`src/rtl/clmul_div_seq.sv`:
```
// Sequential GF(2)[x] long divider: dividend = clmul(q, b) ^ r, one bit per cycle.
// Define CLDIV_DIVZERO_EN for the err port and a one-cycle divide-by-zero bypass.
module clmul_div_seq #(
    parameter int AW = 8,
    parameter int CW = 4
) (
    input  logic            clk,
    input  logic            rst_n,
    input  logic            in_valid,
    output logic            in_ready,
    input  logic [2*AW-2:0] a,
    input  logic [AW-1:0]   b,
    output logic            out_valid,
    input  logic            out_ready,
    output logic [2*AW-2:0] q,
    output logic [AW-1:0]   r
`ifdef CLDIV_DIVZERO_EN
    ,
    output logic            err
`endif
);

    localparam int DW = 2*AW-1;

    typedef enum logic [1:0] {IDLE, BUSY, DONE} state_t;

    state_t        state_q;
    logic [DW-1:0] w_q, w_d;
    logic [DW-1:0] quo_q, quo_d;
    logic [DW-1:0] bsh;
    logic [AW-1:0] b_q;
    logic [CW-1:0] db_q, i_q;
    logic [CW-1:0] db_in, sh;
    logic          fire;

    always_comb begin
        db_in = '0;
        for (int k = 0; k < AW; k++) begin
            if (b[k]) db_in = CW'(k);
        end
    end

    // b==0 keeps the XOR disabled so the dividend passes through untouched
    always_comb begin
        sh    = i_q - db_q;
        fire  = (b_q != '0) && (i_q >= db_q) && w_q[i_q];
        bsh   = {{(DW-AW){1'b0}}, b_q} << sh;
        w_d   = w_q;
        quo_d = quo_q;
        if (fire) begin
            w_d       = w_q ^ bsh;
            quo_d[sh] = 1'b1;
        end
    end

    always_ff @(posedge clk) begin
        if (!rst_n) begin
            state_q   <= IDLE;
            in_ready  <= 1'b1;
            out_valid <= 1'b0;
            q         <= '0;
            r         <= '0;
            w_q       <= '0;
            quo_q     <= '0;
            b_q       <= '0;
            db_q      <= '0;
            i_q       <= '0;
`ifdef CLDIV_DIVZERO_EN
            err       <= 1'b0;
`endif
        end else begin
            unique case (state_q)
                IDLE: begin
                    if (in_valid) begin
                        w_q      <= a;
                        b_q      <= b;
                        db_q     <= db_in;
                        quo_q    <= '0;
                        i_q      <= CW'(DW-1);
                        in_ready <= 1'b0;
`ifdef CLDIV_DIVZERO_EN
                        if (b == '0) begin
                            state_q   <= DONE;
                            out_valid <= 1'b1;
                            q         <= '0;
                            r         <= a[AW-1:0];
                            err       <= 1'b1;
                        end else begin
                            state_q <= BUSY;
                        end
`else
                        state_q <= BUSY;
`endif
                    end
                end
                BUSY: begin
                    w_q   <= w_d;
                    quo_q <= quo_d;
                    if (i_q == '0) begin
                        state_q   <= DONE;
                        out_valid <= 1'b1;
                        q         <= quo_d;
                        r         <= w_d[AW-1:0];
                    end else begin
                        i_q <= i_q - CW'(1);
                    end
                end
                DONE: begin
                    if (out_ready) begin
                        state_q   <= IDLE;
                        out_valid <= 1'b0;
                        in_ready  <= 1'b1;
`ifdef CLDIV_DIVZERO_EN
                        err       <= 1'b0;
`endif
                    end
                end
                default: state_q <= IDLE;
            endcase
        end
    end

endmodule

```
`config.mk`:
```
export PLATFORM = sky130hd
export DESIGN_NAME = clmul_div_seq
export DESIGN_NICKNAME = d
export VERILOG_FILES = /design/src/rtl/clmul_div_seq.sv
export SDC_FILE = /design/constraint.sdc
export NUM_CORES = 1
export LEC_CHECK = 0
export CORE_AREA = 10 10 97 99
export DETAILED_ROUTE_END_ITERATION = 10
export DIE_AREA = 0 0 107 109
export PLACE_DENSITY = 0.79
export SYNTH_ARGS = -nofsm -noshare
export SYNTH_HDL_FRONTEND = slang
export SYNTH_SLANG_ARGS = --single-unit
```
`constraint.sdc`:
```
create_clock -name clk -period 3.8 [get_ports clk]
set_input_delay 0.57 -clock clk [delete_from_list [all_inputs] [get_ports clk]]
set_output_delay 0.57 -clock clk [all_outputs]
set_load 0.005 [all_outputs]
```
==> impl_results.rst <==
.. list-table::
   :header-rows: 1

   * - Metric
     - Value
   * - Fin area
     - 4810 um2
   * - Number of primary I/O pins
     - 52
   * - Port buffer count
     - 51
   * - Period utilization
     - 85.0%
   * - Initial antenna violation count
     - 0
   * - Switching power total
     - between 1000 and 1500 uW
   * - Proportion of layout cells with a drive suffix above 1
     - 8.05%
   * - Proportion of netlist area held by the largest area contributor
     - a little over a third
   * - Count of antenna diodes in the layout
     - 0
   * - Total power density per cell area
     - 511 nW/um2
   * - Total Routed Length
     - 11000 um
   * - Top library cells by usage in the layout, fill and taps aside
     - dfxtp_1, nand2_1, clkdlybuf4s50_1
   * - Leading cell types by total area after synthesis
     - dfxtp_1, nand2_1, o21ai_0
   * - Internal power
     - 1450 uW
   * - Iter 0 DRT Violations
     - 241
   * - Total clock buffers created by CTS
     - 9
   * - Hold-fix buffer count after cts
     - 0
   * - Final standard cell count with taps included and fillers excluded
     - 636
   * - Startpoint-to-endpoint class of the critical path
     - flop to flop
   * - Maximum clock frequency
     - 310 MHz
   * - Max transition margin
     - 35.7%
   * - Worst slack on hold paths
     - 0.465 ns
   * - Remaining routing DRC violations
     - 0
   * - Number of setup buffers added after CTS
     - 0
   * - Final min period
     - 3.23 ns
   * - Worst EP arrival
     - 3.49 ns
   * - Delay of the slowest cell on the worst path
     - 0.63 ns
   * - PnR Total Power
     - 2460 uW
   * - Number of nets at the end of the flow
     - 561
   * - Proportion of power drawn by combinational gates
     - approximately 39%
   * - Max stage delay cell, worst path
     - fa_1
   * - Required time worst endpoint
     - between 4 and 5 ns
   * - Result of the run
     - finished, final reports clean
   * - Hold Violations, Final
     - 0
   * - Count of max-cap constraint violations
     - 0
   * - Overall die area
     - 11700 um2
   * - Transition at the pin with the smallest max-transition slack
     - slightly below 1 ns
   * - Number of warnings printed during yosys synthesis
     - 0
   * - Routed Antenna Nets
     - 0
   * - Final setup violation count
     - 0
   * - Synthesized instance count
     - 492
   * - Final GP Congestion
     - between 0.8 and 0.9
   * - CTS max path bufs
     - 2
   * - Maximum number of pins on one net before global-route repair
     - 46
   * - RSZ-0062 raised after global routing
     - false
   * - Post-route setup TNS
     - 0 ns
   * - Clock Latency Late Sink
     - 0.36 ns
   * - Detailed-route vias per instance
     - 6.07
   * - Sum of net half-perimeters after detailed placement
     - 7940 um
   * - Overflow left after global routing
     - 0
   * - Worst Clk Skew
     - 0.0143 ns
   * - Total number of vias
     - roughly 3900
   * - Number of unique standard cell types used by synthesis
     - 65
   * - Initial core utilization
     - 54.2%
   * - Most frequent cell on the critical path
     - inv_1
   * - All-layer global routing usage
     - a little under a fifth
   * - Count of flip-flops with a built-in enable after synthesis
     - 0
   * - Fraction of power consumed by the clock network
     - between 20% and 30%
   * - Cell taking the most area after synthesis
     - dfxtp_1
   * - Via count of the first global-routing pass
     - 3703
   * - Net Count, Synth
     - 524
   * - CTS tree
     - built
   * - Placeable core region
     - 7530 um2
   * - Total placed cells including tap cells
     - 620
   * - Wire length of the first global-routing pass
     - 18000 um
   * - Switching power as a share of total power
     - between 40% and 50%
   * - Quantity of gates resized following cts
     - 0
   * - Static leakage
     - 0.00177 uW
   * - Most common cell after layout, fill and taps aside
     - dfxtp_1
   * - Number of detailed-routing iterations run before antenna repair
     - 5
   * - Clock root buffer
     - clkbuf_8
   * - Number of pins with negative max-slew slack in the final report
     - 0
   * - Worst-path fanout max
     - 16
   * - Post-synthesis area per instance
     - 8.29 um2
   * - Horiz. Die Dim
     - 107 um
   * - Clock transition at the registers of the reported paths
     - around 0.09 ns
   * - Synthesized area
     - 4080 um2
   * - Synthesized flop and latch total
     - 72
   * - Flop pwr share
     - a little under two fifths
   * - Area added between synthesis and finish
     - 18.0%
   * - Worst-path cell chain
     - inv_1 > ha_1 > inv_1 > fa_1 > nor2b_1 > and2_1 > a21boi_1 > nor2_1 > o2111a_1 > a211o_1
   * - Floorplan row count
     - 32
   * - Chip Height
     - 109 um
   * - Number of H-tree levels
     - 3
   * - Sequential-to-total area share from yosys stat
     - 35.4%
   * - Total cell area at the placement stage
     - about 4600 um2
   * - Max IR drop VDD
     - 0.302 mV
   * - Async set-or-reset flop fraction in the synthesized netlist
     - 0%
   * - Average wire per standard cell
     - ~17 um
   * - Worst Min Path Start
     - quo_q[11]
   * - Sink count of the clock tree
     - 72
   * - Most used DFF post-synth
     - dfxtp_1
   * - Type of destination of the critical path
     - flop
   * - Type of the tightest min-delay check
     - flop to flop
   * - Crit path launch
     - i_q[0]
   * - Startpoint of the worst register-to-register path
     - i_q[0]
   * - CP Launch Type
     - flop
worst paths after layout:
| kind | endpoint | slack, ns | cells after the start |
|---|---|---|---|
| max | w_q[8] | 0.57 | 10 |
| min | quo_q[11] | 0.46 | 2 |
| max reg2reg | w_q[8] | 0.57 | 10 |
| min reg2reg | quo_q[11] | 0.46 | 2 |
flip-flops by register name, summed over array words and instances (netlist names):
register and cells:
b_q 8, db_q 3, i_q 4, in_ready 1
out_valid 1, q 15, quo_q 15, r 8
state_q 2, w_q 15
synthesized netlist by cell type (all sizes together) (8+ instances only):
| cell | n |
|---|---|
| nand4b | 8 |
| nand3 | 21 |
| a31oi | 19 |
| nor3 | 11 |
| nand2 | 71 |
| a21boi | 14 |
| a21oi | 34 |
| buf | 12 |
| o21ai | 42 |
| nor2 | 21 |
| dfxtp | 72 |
| and2 | 11 |
| clkbuf | 24 |
| mux2i | 16 |
area by class of cell:
cell class                 instances  area, um2
fill                             681       2720
multi-input combinational        377       2440
sequential                        72       1440
timing repair buffer              62        588
tap                              102        128
clock buffer                       9        124
clock inverter                     7       60.1
inverter                           7       26.3
worst max-delay path, delay by kind of cell (launching register included):
family | cells | cell delay, ns
adder cells (fa/ha/maj) | 2 | 0.86
AND/OR/NAND/NOR | 3 | 0.73
AO/OA/AOI/OAI | 3 | 0.70
flip-flops | 1 | 0.59
buffers and inverters | 2 | 0.25
logic make-up after synthesis:
group | share of synthesized area, %
XOR/XNOR | 1.93
AO/OA/AOI/OAI | 28.1
buffers and inverters | 4.76
multiplexers | 5.03
AND/OR/NAND/NOR | 23.1
adder cells (fa/ha/maj) | 1.72
flip-flops | 35.4
power groups by stage:
stage | Clock [uW] | Sequential [uW] | Combinational [uW]
final | 579 | 911 | 967
after global placement | 0 | 923 | 925
after CTS | 584 | 909 | 953
after floorplan | 0 | 898 | 713
after global routing | 614 | 923 | 1050
after detailed placement | 0 | 927 | 949
routing by layer:
| metal | vias to the layer above | wire, um | global-route usage (%) |
|---|---|---|---|
| met5 | - | 0 | 0 |
| met1 | 1853 | 4620 | 21.9 |
| met4 | 0 | 250 | 9.09 |
| met2 | 110 | 5590 | 33.2 |
| met3 | 18 | 499 | 3.36 |
| li1 | 1882 | - | - |
stage by stage:
stage | setup WS (ns) | util [%]
4_1_cts | 0.623 | 63.9
6_report | 0.569 | 63.9
2_1_floorplan | 1.17 | -
3_3_place_gp | 0.768 | 61.5
3_5_place_dp | 0.620 | 61.5
5_1_grt | 0.360 | 63.9
No activity file was read; power rests on OpenSTA's default activity.
